===== src/rtl/mips_pkg.sv =====
// Shared MIPS core definitions: reset/exception vectors and the fetch FSM state type.
package mips_pkg;

  localparam int unsigned XLEN = 32;

  localparam logic [XLEN-1:0] PC_RESET_DEFAULT = 32'h0000_3000;
  localparam logic [XLEN-1:0] EXC_VECTOR       = 32'h0000_4180;

  typedef enum logic [1:0] {
    IDLE = 2'd0,
    REQ  = 2'd1,
    WAIT = 2'd2,
    HOLD = 2'd3
  } ifu_state_t;

  // Word fetches require the two low address bits to be zero.
  function automatic logic pc_misaligned(input logic [XLEN-1:0] addr);
    return addr[1:0] != 2'b00;
  endfunction

endpackage


===== src/rtl/ifu.sv =====
// Instruction fetch unit: owns the PC, fetches one word per instruction over
// req/gnt/rvalid and presents it to decode with a valid/ready handshake.
module ifu
  import mips_pkg::*;
#(
  parameter logic [31:0] PC_RESET = PC_RESET_DEFAULT
) (
  input  logic            clk,
  input  logic            rst_n,
  output logic [XLEN-1:0] pc,
  input  logic [XLEN-1:0] npc,
  output logic            imem_req,
  output logic [XLEN-1:0] imem_addr,
  input  logic            imem_gnt,
  input  logic            imem_rvalid,
  input  logic [XLEN-1:0] imem_rdata,
  output logic            instr_valid,
  input  logic            instr_ready,
  output logic [XLEN-1:0] instr,
  output logic [XLEN-1:0] instr_pc,
  output logic            instr_adel
);

  ifu_state_t      state_q, state_d;
  logic [XLEN-1:0] pc_q, pc_d;
  logic [XLEN-1:0] instr_q, instr_d;
  logic            adel_q, adel_d;

  // State, PC and instruction latch
  always_ff @(posedge clk) begin
    if (!rst_n) begin
      state_q <= IDLE;
      pc_q    <= PC_RESET;
      instr_q <= '0;
      adel_q  <= 1'b0;
    end else begin
      state_q <= state_d;
      pc_q    <= pc_d;
      instr_q <= instr_d;
      adel_q  <= adel_d;
    end
  end

  // Next-state and register update decode
  always_comb begin
    state_d = state_q;
    pc_d    = pc_q;
    instr_d = instr_q;
    adel_d  = adel_q;
    unique case (state_q)
      IDLE: state_d = REQ;
      REQ: begin
        if (pc_misaligned(pc_q)) begin
          // Address error is reported to decode without touching memory.
          instr_d = '0;
          adel_d  = 1'b1;
          state_d = HOLD;
        end else if (imem_gnt) begin
          state_d = WAIT;
        end
      end
      WAIT: begin
        if (imem_rvalid) begin
          instr_d = imem_rdata;
          adel_d  = 1'b0;
          state_d = HOLD;
        end
      end
      HOLD: begin
        if (instr_ready) begin
          pc_d    = npc;
          state_d = REQ;
        end
      end
      default: state_d = IDLE;
    endcase
  end

  // Outputs depend on registered state only
  assign pc          = pc_q;
  assign imem_req    = (state_q == REQ) && !pc_misaligned(pc_q);
  assign imem_addr   = pc_q;
  assign instr_valid = (state_q == HOLD);
  assign instr       = instr_q;
  assign instr_pc    = pc_q;
  assign instr_adel  = adel_q;

endmodule


===== config.mk =====
export PLATFORM = sky130hd
export DESIGN_NAME = ifu
export DESIGN_NICKNAME = d
export VERILOG_FILES = /design/src/rtl/mips_pkg.sv /design/src/rtl/ifu.sv
export SDC_FILE = /design/constraint.sdc
export NUM_CORES = 1
export LEC_CHECK = 0
export CORE_ASPECT_RATIO = 1.75
export CORE_MARGIN = 2
export CORE_UTILIZATION = 39
export CTS_CLUSTER_SIZE = 16
export DETAILED_ROUTE_END_ITERATION = 10
export GPL_TIMING_DRIVEN = 0
export HOLD_SLACK_MARGIN = 0.06
export PLACE_DENSITY = 0.87
export RECOVER_POWER = 25
export SYNTH_ARGS = -nofsm -noshare
export SYNTH_HDL_FRONTEND = slang
export SYNTH_SLANG_ARGS = --single-unit
export TNS_END_PERCENT = 100

===== constraint.sdc =====
create_clock -name clk -period 4.8 [get_ports clk]
set_clock_uncertainty 0.1 [all_clocks]
set_input_delay 0.48 -clock clk [delete_from_list [all_inputs] [get_ports clk]]
set_output_delay 0.48 -clock clk [all_outputs]
set_load 0.02 [all_outputs]

## Word level (Yosys, flattened, before mapping)

Cells that the tools add are included.

| word-level totals | value |
|---|---|
| register bits | 67 |
| bits of input ports | 69 |
| output and inout port bits | 131 |
| logic and storage cells | 30 |

| cells by class | value |
|---|---|
| eq/ne operators | 7 |
| mux-type cells | 11 |
| reduce and logical (&&, ||, !) cells | 8 |

Operator list:

| cell | number |
|---|---|
| 32-bit 2-to-1 mux | 2 |
| 32-bit case mux with 2 select lines | 1 |
| 2-bit 2-to-1 mux | 4 |
| 2-bit case mux with 4 select lines | 1 |
| 3-bit AND reduction | 2 |
| 2-bit equality test, second input constant | 2 |
| 2-bit by 1-bit inequality test with 1-bit output, second input constant | 2 |
| 2-bit nonzero test | 2 |
| 3-bit by 2-bit inequality test with 1-bit output, second input constant | 1 |
| 2-bit by 1-bit equality test with 1-bit output, second input constant | 1 |
| 2-bit zero test | 1 |
| 1-bit 2-to-1 mux | 2 |
| 2-bit inequality test, second input constant | 1 |
| 1-bit case mux with 2 select lines | 1 |
| 2-bit AND reduction | 1 |
| 1-bit logical AND | 1 |
| 1-bit zero test | 1 |

## Depth between registers and ports, before layout

Gate-level depths: netlist (run 1).

| logic depth | value |
|---|---|
| word-level depth | 3 |
| mapped depth | 8 |

## Least setup slack after synthesis (run 1)

Ideal clock, no wire load.

| timing | value |
|---|---|
| kind | register -> output |
| start | register state_q[0] |
| end | output imem_req |
| arrival | 1.230 ns |
| required time | 4.220 ns |
| path slack | 2.990 ns |
| cell stages (with the launch flop) | 6 |
| path buffers | 2 |
| path through | dfxtp_1 ha_1 or3b_1 buf_2 clkinv_4 buf_6 |

| on the way | value |
|---|---|
| word-level cells in the longest chain between the ends | 2 |

RTL lines:

| element | RTL line | text |
|---|---|---|
| start: declaration | ifu.sv:24 | `ifu_state_t state_q, state_d;` |
| start signal: assignment | ifu.sv:37 | `state_q <= state_d;` |
| 2-bit by 1-bit equality test with 1-bit output | ifu.sv:81 | `assign imem_req = (state_q == REQ) && !pc_misaligned(pc_q);` |
| 1-bit logical AND | ifu.sv:81 |  |
| end: declaration | ifu.sv:12 | `output logic imem_req,` |

No other way between the ends.

## Worst setup path in the final report (run 1)

Ends and elaborated chain as after synthesis.

==> key figures, run 1 <==
Global routing
  • Global-route wire length before repair: 15.30 mm
  • Largest net degree at the start of global routing: 11
  • Vias in the first global route: 3180
  • Number of antenna violations at the first check in global routing: 0
  • Total grt overflow: 0
  • Tot GR Track Use: 22.03%

Logic synthesis
  • Top_reg_cell synth: dfxtp_1
  • Synthesized flop and latch total: 67
  • Avg Cell Area, Syn: 8.116 um2
  • Synth area leaders: dfxtp_1 43%, buf_4 16%, a21oi_1 10%, nand2_1 7.9%, nand4_1 6.5%
  • Most common cell in the netlist: dfxtp_1
  • FFs w/ async S/R, synth: 0%
  • Register area share after synthesis: 43.49%
  • Synth Instances: 380
  • Syn nets: 452
  • Synth top area share: 43.49%
  • EDFF count, synth: 0
  • Synth warnings: 0
  • Synth area leader: dfxtp_1
  • Synth top cells by count: 67 x dfxtp_1, 65 x nand2_1, 64 x buf_4
  • Syn Std Cell Area: 3084 um2
  • Netlist cell types: 26

Timing
  • Setup_tns: 0 ps
  • F_max: 0.3390 GHz
  • Setup Viol. Count Final: 0
  • Count of final hold-check violations: 0
  • Worst-Margin Slew: 544.3 ps
  • Slew Viols, Final: 0
  • Final Cycle Share: 61.46%
  • Min Hold Slack: 372.8 ps
  • Unrepaired setup endpoints after global routing: no
  • Relative slew slack: 63.71%
  • Tmin final: 2950 ps

Route
  • DRT Pass-1 Iters: 5
  • Starting DRT DRC Count: 145
  • DRC: 0
  • DR vias: 3408
  • Total wire length: 10.05 mm
  • Per-cell routed wire length: 14.75 um
  • Via/cell ratio: 5.004
  • Remaining antenna violation count after routing: 0

Power
  • LEAKAGE: 0.002132 uW
  • Overall Power: 2053 uW
  • Peak supply drop: 321.6 uV
  • PwrDens: 377.2 nW/um2

Placed design
  • Dpl cells: 666
  • Placed cell area: 5176 um2
  • PortBufs: 198
  • Placer Congestion: 0.7533
  • DP HPWL: 7.933 mm

Setup path
  • CP required: 4220 ps
  • CP Max Fanout: 10
  • Setup crit end kind: primary output
  • CP Data Arrival Time: 2370 ps
  • Worst setup SP type: register
  • Setup CP Type: register to primary output

Floorplan
  • Initial core utilization: 40.48%
  • # IOs: 200
  • Die Span Y: 121.6 um
  • Die footprint: 8664 um2
  • Die span in x: 71.23 um
  • Core ar.: 7620 um2
  • Cell Rows: 42

Final layout
  • Fin nets: 661
  • Area delta synth->final: 76.43%
  • Non-Filler Instances: 681
  • Reg area: 1341 um2
  • Area of the multi-input gates: 1084 um2
  • Finished layout cell area: 5441 um2
  • Ratio of cells with drive above 1 in the final layout: 14.00%
  • # diodes: 0
  • Fillers: 609

Worst hold path
  • Hold Path Class: register to register

CTS
  • Post-cts gate resize count: 0
  • Root Driver: clkbuf_16
  • Clock Tree Buf Depth: 2
  • Num CTS Buffers: 9
  • Worst-skew pair later-pin latency: 320 ps
  • Clk slew on worst S/H paths: 50 ps
  • CTS tree: yes
  • CTS Hold Bufs: 0
  • # Post-CTS Setup Buffers: 0
  • CTS H-tree lvls: 3
  • Clock Sink Count: 67

Job
  • Max Cap Viol: 0

Outcome
  • Status: finished clean
==> power by group <==
group	total (uW)	switching (uW)	leakage, uW	internal (uW)
Sequential	652	41.2	0.000542	611
Clock	609	212	0.000136	397
Combinational	792	448	0.00145	343
Total	2050	701	0.00213	1350
==> sequential cells by signal, summed over array words and instances (netlist names) <==
register / count
instr_adel: 1
imem_addr: 32
instr: 32
state_q: 2
==> through the flow <==
stage	worst slack, ps	utilization (%)
after floorplan	2990	-
after global placement	2300	67.93
final	1850	71.41
after global routing	1737	71.41
after detailed placement	2270	67.93
after CTS	1923	71.56
==> cells in the final DEF, fill, tap and decap left out, types with 3 or more instances in the layout <==
master and n:
buf_1 5, clkbuf_16 9, dfxtp_1 67, nand4_1 32, nand2_1 65, o21ai_0 22, inv_1 4, dlygate4sd3_1 34
clkbuf_1 26, buf_6 3, buf_4 64, o21ai_1 11, a21oi_1 63, clkdlybuf4s50_1 164, ha_1 3
==> worst max-delay path: stages (launching register included) <==
cell,delay [ps]
dfxtp_1,380
ha_1,230
or3b_1,350
clkbuf_1,210
clkinv_4,130
buf_6,140
clkdlybuf4s50_1,610
==> metal layers <==
metal / GRT usage (%) / vias to the layer above / routed length, um
met3: 4.218 / 27 / 577
met1: 22.95 / 1572 / 3567
met4: 8.844 / 0 / 306
li1: - / 1648 / -
met2: 42.01 / 161 / 5597
met5: 0 / - / 0
==> final cells by class <==
cell class                      count  share of cell area (%)
Timing Repair Buffer              198                   36.42
Multi-Input combinational cell    212                   19.91
Tap cell                           88                   2.023
Inverter                            5                  0.4369
Clock buffer                       12                   4.346
Clock inverter                      3                  0.7358
Buffer                             96                   11.47
Sequential cell                    67                   24.65
==> worst paths after layout <==
check / from / depth (start not counted) / to / slack, ps
max: state_q[0]$_SDFFE_PN0P_ / 6 / imem_req / 1850
min: instr[15]$_SDFFE_PN0P_ / 2 / instr[15]$_SDFFE_PN0P_ / 370
max reg2reg: state_q[1]$_SDFFE_PN0P_ / 7 / instr[16]$_SDFFE_PN0P_ / 2730
min reg2reg: instr[15]$_SDFFE_PN0P_ / 2 / instr[15]$_SDFFE_PN0P_ / 370
==> kinds of logic after synthesis <==
group,synth area share [%]
flip-flops,43.49
AO/OA/AOI/OAI,17.28
multiplexers,0.3246
adder cells (fa/ha/maj),1.217
AND/OR/NAND/NOR,16.59
buffers and inverters,21.10
Note: power is estimated with default switching activity, not from simulation.
==> inputs of run 2 (changes only) <==
CORE_UTILIZATION = 36   (was 39)
PLACE_DENSITY = 0.81   (was 0.87)
clock period = 2.8 ns   (was 4.8 ns; I/O delays follow)
==> run 2 against run 1 <==
Non-clock buffer count did not move. Critical path depth grew 1. Largest cell class unchanged. Worst setup slack got worse by 1400 ps.
==> key figures, run 2 (synthesis results as in run 1) <==
CTS
  • CTS H-tree lvls: 3
  • CTS tree: yes
  • Num CTS Buffers: 9
  • Clk slew on worst S/H paths: 50 ps
  • Post-cts gate resize count: 0
  • Root Driver: clkbuf_16
  • Clock Sink Count: 67
  • Worst-skew pair later-pin latency: 320 ps
  • # Post-CTS Setup Buffers: 0
  • Clock Tree Buf Depth: 2
  • CTS Hold Bufs: 0

Placed design
  • Placer Congestion: 0.7705
  • DP HPWL: 7.806 mm
  • PortBufs: 198

Setup path
  • Setup crit end kind: primary output
  • CP Data Arrival Time: 1950 ps
  • CP required: 2420 ps
  • R2R Setup Slk: 760 ps
  • Worst setup SP type: register
  • Worst setup path start: state_q[1]$_SDFFE_PN0P_
  • CP Max Fanout: 10
  • Setup CP Type: register to primary output
  • R2R Path Start: state_q[1]$_SDFFE_PN0P_

Timing
  • Tmin final: 2326 ps
  • Count of final hold-check violations: 0
  • Unrepaired setup endpoints after global routing: no
  • Relative slew slack: 61.10%
  • Worst-Margin Slew: 583.5 ps
  • Setup_tns: 0 ps
  • Final Cycle Share: 83.07%
  • F_max: 0.4299 GHz
  • Slew Viols, Final: 0
  • Min Hold Slack: 282.1 ps
  • Setup Viol. Count Final: 0

Route
  • Remaining antenna violation count after routing: 0
  • DR vias: 3332
  • Per-cell routed wire length: 14.07 um
  • Via/cell ratio: 4.713
  • DRT Pass-1 Iters: 5
  • DRC: 0
  • Total wire length: 9.951 mm
  • Starting DRT DRC Count: 110

Global routing
  • Global-route wire length before repair: 15.12 mm
  • M1 GR Usage: 20.80%
  • Total grt overflow: 0
  • Tot GR Track Use: 20.72%
  • GR Layer Usage met3: 4.766%
  • Number of antenna violations at the first check in global routing: 0
  • Vias in the first global route: 3044
  • Largest net degree at the start of global routing: 11
  • Busiest grt layer: met2
  • GR met2 Demand/Resource: 39.13%

Floorplan
  • Die Span Y: 126.4 um
  • Cell Rows: 44
  • Core ar.: 8313 um2
  • Die span in x: 73.97 um
  • # IOs: 200
  • Die footprint: 9353 um2
  • Initial core utilization: 37.10%

Power
  • Pint: 2393 uW
  • Net Sw Power: 1212 uW
  • Sequential power share: 31.0%
  • LEAKAGE: 0.002211 uW
  • Combinational power share: 37.9%
  • Peak supply drop: 547.8 uV
  • PwrDens: 653.8 nW/um2
  • Clock power frac: 31.1%
  • Switching share of power: 33.62%

Job
  • Max Cap Viol: 0

Outcome
  • Status: finished clean

Final layout
  • Most frequent cells in the layout: 150 x clkdlybuf4s50_1, 67 x dfxtp_1, 65 x nand2_1, 64 x buf_4, 63 x a21oi_1
  • Commonest non-fill, non-tap cell in the layout: clkdlybuf4s50_1
  • Ratio of cells with drive above 1 in the final layout: 15.03%
  • Area delta synth->final: 78.78%
  • Fillers: 701
  • # diodes: 0
  • Fin nets: 661

Worst hold path
  • Hold wc startpoint: imem_rvalid
  • Hold Path Class: primary input to register
run 2: changes by cell type in the layout (fill, tap and decap cells not counted), sizes merged:
cell / previous run / this run
dlymetal6s2s: 0 / 1
clkdlybuf4s50: 164 / 150
clkbuf: 35 / 33
buf: 73 / 75
clkinv: 3 / 2
dlygate4sd3: 34 / 47
run 2: per-layer routing:
metal  up-vias  part of all wire, %
met4         0                  2.6
li1       1644                    -
met2       145                   55
met5         -                    0
met1      1526                   36
met3        17                  5.8
run 2: path summary, 6_finish.rpt:
kind,to,cells after the start
worst max-delay path,imem_req,7
worst min register to register,instr[6]$_SDFFE_PN0P_,2
worst max register to register,instr[14]$_SDFFE_PN0P_,6
worst min-delay path,instr[1]$_SDFFE_PN0P_,3
run 2: critical path, cell delays in order (launching register included):
cell and delay, ps:
dfxtp_1 340, inv_1 90, ha_1 200, or3b_1 350
buf_2 180, clkinv_4 90, buf_6 140, dlymetal6s2s_1 240
run 2: metrics by stage:
stage | instance area, um2 | util [%] | worst slack [ps] | cells | total power [uW]
2_1_floorplan | 3084 | - | 1190 | 380 | 1959
3_3_place_gp | 5210 | 62.67 | 478.9 | 693 | 2483
3_5_place_dp | 5210 | 62.67 | 449.5 | 693 | 2522
4_1_cts | 5512 | 66.30 | 91.12 | 707 | 3654
5_1_grt | 5514 | 66.33 | 348.4 | 707 | 3787
6_report | 5514 | 66.33 | 473.9 | 707 | 3605
run 2: layout make-up:
cell class	count	area (um2)	share of cell area (%)
flip-flops and latches	67	1341	24.32
well taps	115	143.9	2.609
clock inverters	2	35.03	0.6354
clock buffers	12	266.5	4.833
plain buffers	96	626.9	11.37
multi-input cells	212	1092	19.81
repair buffers	198	1984	35.99
inverters	5	23.77	0.4311
run 2: power by group through the flow:
stage | clock network [uW] | registers, uW | logic [uW]
floorplan | 0 | 1220 | 742
global placement | 0 | 1130 | 1350
detailed placement | 0 | 1140 | 1380
CTS | 1150 | 1120 | 1390
global route | 1190 | 1130 | 1470
finish | 1120 | 1120 | 1370
